**src/rtl/mips_muldiv_pkg.sv**
```systemverilog
// Shared encodings for the HI/LO multiply/divide unit.
package mips_muldiv_pkg;

  localparam logic [2:0] OP_MULT  = 3'd0;
  localparam logic [2:0] OP_MULTU = 3'd1;
  localparam logic [2:0] OP_DIV   = 3'd2;
  localparam logic [2:0] OP_DIVU  = 3'd3;
  localparam logic [2:0] OP_MTHI  = 3'd4;
  localparam logic [2:0] OP_MTLO  = 3'd5;

  localparam int unsigned DIV_ITERS = 32;
  localparam int unsigned CNT_W     = 5;

  typedef enum logic [1:0] {
    S_IDLE,
    S_MUL,
    S_DIV,
    S_DIV_FIX
  } state_e;

endpackage

```
**src/rtl/mips_div_step.sv**
```systemverilog
// One restoring-division step: shift in the next dividend bit, subtract if it fits.
module mips_div_step #(
  parameter int unsigned WIDTH = 32
) (
  input  logic [WIDTH-1:0] rem_i,
  input  logic [WIDTH-1:0] quo_i,
  input  logic [WIDTH-1:0] dvs_i,
  output logic [WIDTH-1:0] rem_o,
  output logic [WIDTH-1:0] quo_o
);

  logic [WIDTH:0] shifted;
  logic [WIDTH:0] diff;

  always_comb begin
    shifted = {rem_i, quo_i[WIDTH-1]};
    diff    = shifted - {1'b0, dvs_i};
    // Top bit of diff set means the subtraction borrowed: restore.
    if (diff[WIDTH]) begin
      rem_o = shifted[WIDTH-1:0];
      quo_o = {quo_i[WIDTH-2:0], 1'b0};
    end else begin
      rem_o = diff[WIDTH-1:0];
      quo_o = {quo_i[WIDTH-2:0], 1'b1};
    end
  end

endmodule

```
**src/rtl/mips_muldiv.sv**
```systemverilog
// Multi-cycle MULT/MULTU/DIV/DIVU unit holding the architectural HI/LO registers.
module mips_muldiv
  import mips_muldiv_pkg::*;
#(
  parameter int unsigned MUL_CYCLES = 4,
  parameter int unsigned WIDTH      = 32
) (
  input  logic             clock,
  input  logic             reset_n,
  input  logic             start,
  input  logic [2:0]       op,
  input  logic [WIDTH-1:0] rs_val,
  input  logic [WIDTH-1:0] rt_val,
  input  logic             flush,
  output logic             busy,
  output logic [WIDTH-1:0] hi,
  output logic [WIDTH-1:0] lo
);

  state_e             state_q, state_d;
  logic [CNT_W-1:0]   cnt_q, cnt_d;
  // opa holds the multiplicand or the quotient shift register; opb the multiplier or divisor.
  logic [WIDTH-1:0]   opa_q, opa_d, opb_q, opb_d;
  logic [WIDTH-1:0]   rem_q, rem_d, raw_q, raw_d;
  logic [WIDTH-1:0]   hi_q, hi_d, lo_q, lo_d;
  logic               mul_signed_q, mul_signed_d;
  logic               neg_quo_q, neg_quo_d, neg_rem_q, neg_rem_d, div0_q, div0_d;
  logic               busy_q;

  logic [2*WIDTH-1:0] ext_a, ext_b, prod;
  logic [WIDTH-1:0]   step_rem, step_quo;
  logic               div_signed;

  mips_div_step #(.WIDTH(WIDTH)) u_step (
    .rem_i (rem_q),
    .quo_i (opa_q),
    .dvs_i (opb_q),
    .rem_o (step_rem),
    .quo_o (step_quo)
  );

  // Sign-extending to 2*WIDTH makes one unsigned multiply serve both MULT and MULTU.
  always_comb begin
    ext_a = {{WIDTH{mul_signed_q & opa_q[WIDTH-1]}}, opa_q};
    ext_b = {{WIDTH{mul_signed_q & opb_q[WIDTH-1]}}, opb_q};
    prod  = ext_a * ext_b;
  end

  always_comb begin
    state_d      = state_q;
    cnt_d        = cnt_q;
    opa_d        = opa_q;
    opb_d        = opb_q;
    rem_d        = rem_q;
    raw_d        = raw_q;
    hi_d         = hi_q;
    lo_d         = lo_q;
    mul_signed_d = mul_signed_q;
    neg_quo_d    = neg_quo_q;
    neg_rem_d    = neg_rem_q;
    div0_d       = div0_q;
    div_signed   = (op == OP_DIV);

    unique case (state_q)
      S_IDLE: begin
        if (start && !flush) begin
          case (op)
            OP_MULT, OP_MULTU: begin
              opa_d        = rs_val;
              opb_d        = rt_val;
              mul_signed_d = (op == OP_MULT);
              cnt_d        = CNT_W'(MUL_CYCLES - 1);
              state_d      = S_MUL;
            end
            OP_DIV, OP_DIVU: begin
              opa_d     = (div_signed && rs_val[WIDTH-1]) ? -rs_val : rs_val;
              opb_d     = (div_signed && rt_val[WIDTH-1]) ? -rt_val : rt_val;
              rem_d     = '0;
              raw_d     = rs_val;
              neg_quo_d = div_signed && (rs_val[WIDTH-1] ^ rt_val[WIDTH-1]);
              neg_rem_d = div_signed && rs_val[WIDTH-1];
              div0_d    = (rt_val == '0);
              cnt_d     = CNT_W'(DIV_ITERS - 1);
              state_d   = S_DIV;
            end
            OP_MTHI: hi_d = rs_val;
            OP_MTLO: lo_d = rs_val;
            default: ;
          endcase
        end
      end
      S_MUL: begin
        if (flush) begin
          state_d = S_IDLE;
        end else if (cnt_q == '0) begin
          {hi_d, lo_d} = prod;
          state_d      = S_IDLE;
        end else begin
          cnt_d = cnt_q - 1'b1;
        end
      end
      S_DIV: begin
        if (flush) begin
          state_d = S_IDLE;
        end else begin
          rem_d = step_rem;
          opa_d = step_quo;
          if (cnt_q == '0) state_d = S_DIV_FIX;
          else             cnt_d = cnt_q - 1'b1;
        end
      end
      S_DIV_FIX: begin
        state_d = S_IDLE;
        if (!flush) begin
          if (div0_q) begin
            lo_d = '1;
            hi_d = raw_q;
          end else begin
            lo_d = neg_quo_q ? -opa_q : opa_q;
            hi_d = neg_rem_q ? -rem_q : rem_q;
          end
        end
      end
      default: state_d = S_IDLE;
    endcase
  end

  always_ff @(posedge clock or negedge reset_n) begin
    if (!reset_n) begin
      state_q      <= S_IDLE;
      cnt_q        <= '0;
      opa_q        <= '0;
      opb_q        <= '0;
      rem_q        <= '0;
      raw_q        <= '0;
      hi_q         <= '0;
      lo_q         <= '0;
      mul_signed_q <= 1'b0;
      neg_quo_q    <= 1'b0;
      neg_rem_q    <= 1'b0;
      div0_q       <= 1'b0;
      busy_q       <= 1'b0;
    end else begin
      state_q      <= state_d;
      cnt_q        <= cnt_d;
      opa_q        <= opa_d;
      opb_q        <= opb_d;
      rem_q        <= rem_d;
      raw_q        <= raw_d;
      hi_q         <= hi_d;
      lo_q         <= lo_d;
      mul_signed_q <= mul_signed_d;
      neg_quo_q    <= neg_quo_d;
      neg_rem_q    <= neg_rem_d;
      div0_q       <= div0_d;
      busy_q       <= (state_d != S_IDLE);
    end
  end

  assign busy = busy_q;
  assign hi   = hi_q;
  assign lo   = lo_q;

endmodule

```
**config.mk**
```make
export PLATFORM = sky130hd
export DESIGN_NAME = mips_muldiv
export DESIGN_NICKNAME = d
export VERILOG_FILES = /design/src/rtl/mips_muldiv_pkg.sv /design/src/rtl/mips_div_step.sv /design/src/rtl/mips_muldiv.sv
export SDC_FILE = /design/constraint.sdc
export NUM_CORES = 2
export LEC_CHECK = 0
export ABC_CLOCK_PERIOD_IN_PS = 9800
export CORE_MARGIN = 2
export CORE_UTILIZATION = 66
export CTS_CLUSTER_DIAMETER = 120
export CTS_CLUSTER_SIZE = 30
export DETAILED_ROUTE_END_ITERATION = 12
export GPL_ROUTABILITY_DRIVEN = 0
export PLACE_DENSITY = 0.84
export SYNTH_ARGS = -nofsm -noshare
export SYNTH_HDL_FRONTEND = slang
export SYNTH_SLANG_ARGS = --single-unit
```
**constraint.sdc**
```tcl
create_clock -name clock -period 9.8 [get_ports clock]
set_clock_uncertainty 0.05 [all_clocks]
set_input_delay 0.98 -clock clock [delete_from_list [all_inputs] [get_ports clock]]
set_output_delay 0.98 -clock clock [all_outputs]
set_load 0.05 [all_outputs]
```
==> metrics <==
outcome finished clean; Clock Latency Late Sink 0.54 ns; HPWL Detailed 127 mm; Routed Antenna Nets 0; Fmax 104 MHz; reg2reg start opb_q[8]$_DFFE_PN0P_; post-synthesis mux area share 1.25%; post-synth cell types 82; largest family of logic cells by synthesized area adder cells; drt pass-1 iters 9; Util after Layout 70.0%; WL per Instance 23.1 um; CP startpoint opb_q[8]$_DFFE_PN0P_; Max Root-Sink Buffers 3; CP Capture Point hi[27]$_DFFE_PN0P_; share of the clock period used by the worst path 98.3%; fin nets 7246; ys async rst share 100%; H-tree depth 1; CP Capture Type flip-flop; Via-to-Cell Ratio 6.22; initial antenna violation count 9; met2 usage 60.6%; final setup vio count 0; post-synth top area share 43.6%; Max Cap Violations 0; DRT iter0 DRCs 5029; most frequent cell after synthesis inv_1; floorplan row count 102; Slew headroom 14.4%; # port buffers 135; Synth Area in Adders 49.8%; # IOs 136; CP required 10.11 ns; Post-Synth Simple-Gate Area 15.5%; Yosys top cell by area fa_1; drt total wl 158 mm; CTS tree yes; CP startpoint kind flip-flop; Worst-Margin Slew 1.28 ns; Placed Instances 6822; Cells after Synth 5889; Synth Flop Type dfrtp_1; EDFF count, synth 0; final-report max-slew violation count 0; Synthesized Nets 7340; Vert. Die Dim 284 um; min-delay worst type input pin to async pin; register area share after synthesis 9.88%; Sink Count 204; Worst-path clk slew 0.13 ns; Mapped Area 51700 um2; met3 usage 12.5%; core area 77500 um2; unrepaired setup endpoints after global routing false; largest net degree at the start of global routing 79; xor-xnor portion of the synthesized cell area 3.34%; residual DRC count 0; CTS Hold Bufs 0; via count 42500; worst r2r dst hi[27]$_DFFE_PN0P_; TritonCTS Buffers 11; post-synthesis compound-gate area fraction 8.94%; GR Overflow Total 0; register-to-register setup slack 0.16 ns; largest cells by area after synthesis fa_1, dfrtp_1, inv_1, nand2_1, ha_1; share of layout cells above drive strength 1 3.48%; worst setup path class flip-flop to flip-flop; Synth warnings 0; fin area 54300 um2; CP max FO 17; DP Area 53900 um2; fin crit period 9.64 ns; Finished Layout Cells 6843; synthesized flop and latch total 204; met1 Use GR 50.3%; total track usage 40.3%; Synth top cells by count inv_1, fa_1, nand2_1, clkbuf_1, and2_1; gr busiest metal met2; syn avg cell area 8.77 um2; Die ar. 80500 um2; first-pass GRT wire length 250 mm; Initial Utilization 66.7%; Hold Vio Cnt, Final 0; Chip Width 284 um; vias in the first global route 44800; synthesis-to-layout area growth 5.06%; Crit path arrival time 9.95 ns; Setup Fix Bufs, Post-CTS 0; Sum Neg Setup Slack 0 ns; Root Driver clkbuf_16; r2r worst-path depth 26
[through the flow]
stage                     worst slack (ns)  hold slack, ns
after floorplan                       1.95           0.400
after global placement               0.446           0.416
after detailed placement             0.397           0.424
after CTS                            0.340           0.400
after global routing                0.0780           0.430
final                                0.162           0.378
[worst min-delay path by stage]
| stage | from | endpoint | slack (ns) | cells past startpoint |
|---|---|---|---|---|
| after global routing | reset_n | hi[19]$_DFFE_PN0P_ | 0.43 | 1 |
| final | reset_n | hi[19]$_DFFE_PN0P_ | 0.38 | 1 |
| after detailed placement | raw_q[1]$_DFFE_PN0P_ | raw_q[1]$_DFFE_PN0P_ | 0.42 | 2 |
| after floorplan | raw_q[0]$_DFFE_PN0P_ | raw_q[0]$_DFFE_PN0P_ | 0.40 | 2 |
| after CTS | reset_n | rem_q[9]$_DFFE_PN0P_ | 0.40 | 1 |
| after global placement | raw_q[1]$_DFFE_PN0P_ | raw_q[1]$_DFFE_PN0P_ | 0.42 | 2 |
[final cells by class]
class / instances / area [um2]
antenna: 6 / 15.0
clock buffer: 11 / 275
clock inverter: 4 / 71.3
fill: 5708 / 23200
inverter: 1187 / 4460
multi-input combinational: 4132 / 40700
sequential: 204 / 5100
tap: 1040 / 1300
timing repair buffer: 259 / 2300
[cell usage in the layout, fill, tap and decap left out, types with 17 or more instances in the layout]
master,instances
inv_1,1186
fa_1,1126
nand2_1,950
and2_1,307
ha_1,251
nor2_1,238
o21ai_0,228
a21oi_1,206
dfrtp_1,204
clkdlybuf4s50_1,134
xnor2_1,124
buf_4,123
xor2_1,73
a21o_1,47
nand3_1,43
a31oi_1,37
a221oi_1,34
mux2i_1,33
and3_1,30
mux2_2,28
nand2b_1,27
nor3_1,27
or3_1,25
o31ai_1,24
a22oi_1,19
nand4_1,18
o21a_1,17
[metal layers]
metal  vias up  wire length (um)
met1     21100             52800
met5         -                13
met4         2             13200
met2      3026             69900
li1      17700                 -
met3       767             22000
[cells by family (layout without fill, tap and decap cells)]
| family | Yosys count | count (layout) |
|---|---|---|
| AOI/OAI and AO/OA | 742 | 742 |
| xor gates and xnor gates | 197 | 197 |
| muxes | 61 | 61 |
| adders and majority gates | 1380 | 1380 |
| DFF | 204 | 204 |
| buffers and inverters | 1553 | 1461 |
| and+or+nand+nor | 1752 | 1752 |
| other | 0 | 6 |
[worst max-delay path: stages (launching register included)]
cell       delay, ns
dfrtp_1         1.14
buf_4           0.36
nand2_1         0.10
fa_1            0.53
inv_1           0.06
fa_1            0.49
fa_1            0.51
inv_1           0.05
fa_1            0.47
inv_1           0.05
fa_1            0.50
fa_1            0.51
fa_1            0.50
inv_1           0.05
fa_1            0.50
inv_1           0.05
ha_1            0.39
nand2_1         0.12
nor2_1          0.24
nand2b_1        0.15
a2111oi_1       0.82
o21ai_0         0.38
a21oi_1         0.35
o21ai_0         0.32
a21oi_1         0.25
mux2i_1         0.33
a41oi_1         0.16
[sequential cells by signal (all words and copies together) (netlist names)]
signal,cells
opb_q,32
rem_q,32
state_q,2
div0_q,1
neg_quo_q,1
lo,32
opa_q,32
neg_rem_q,1
hi,32
busy,1
cnt_q,5
raw_q,32
mul_signed_q,1
[repair_timing]
item / CTS / global route
hold endpoints to repair: 0 / 0
gates resized for setup: 0 / 1
setup endpoints to repair: 0 / 4
Power is left out: the tool's default activity adds up to more than one toggle a clock period on the data nets, which glitch-free logic cannot reach.
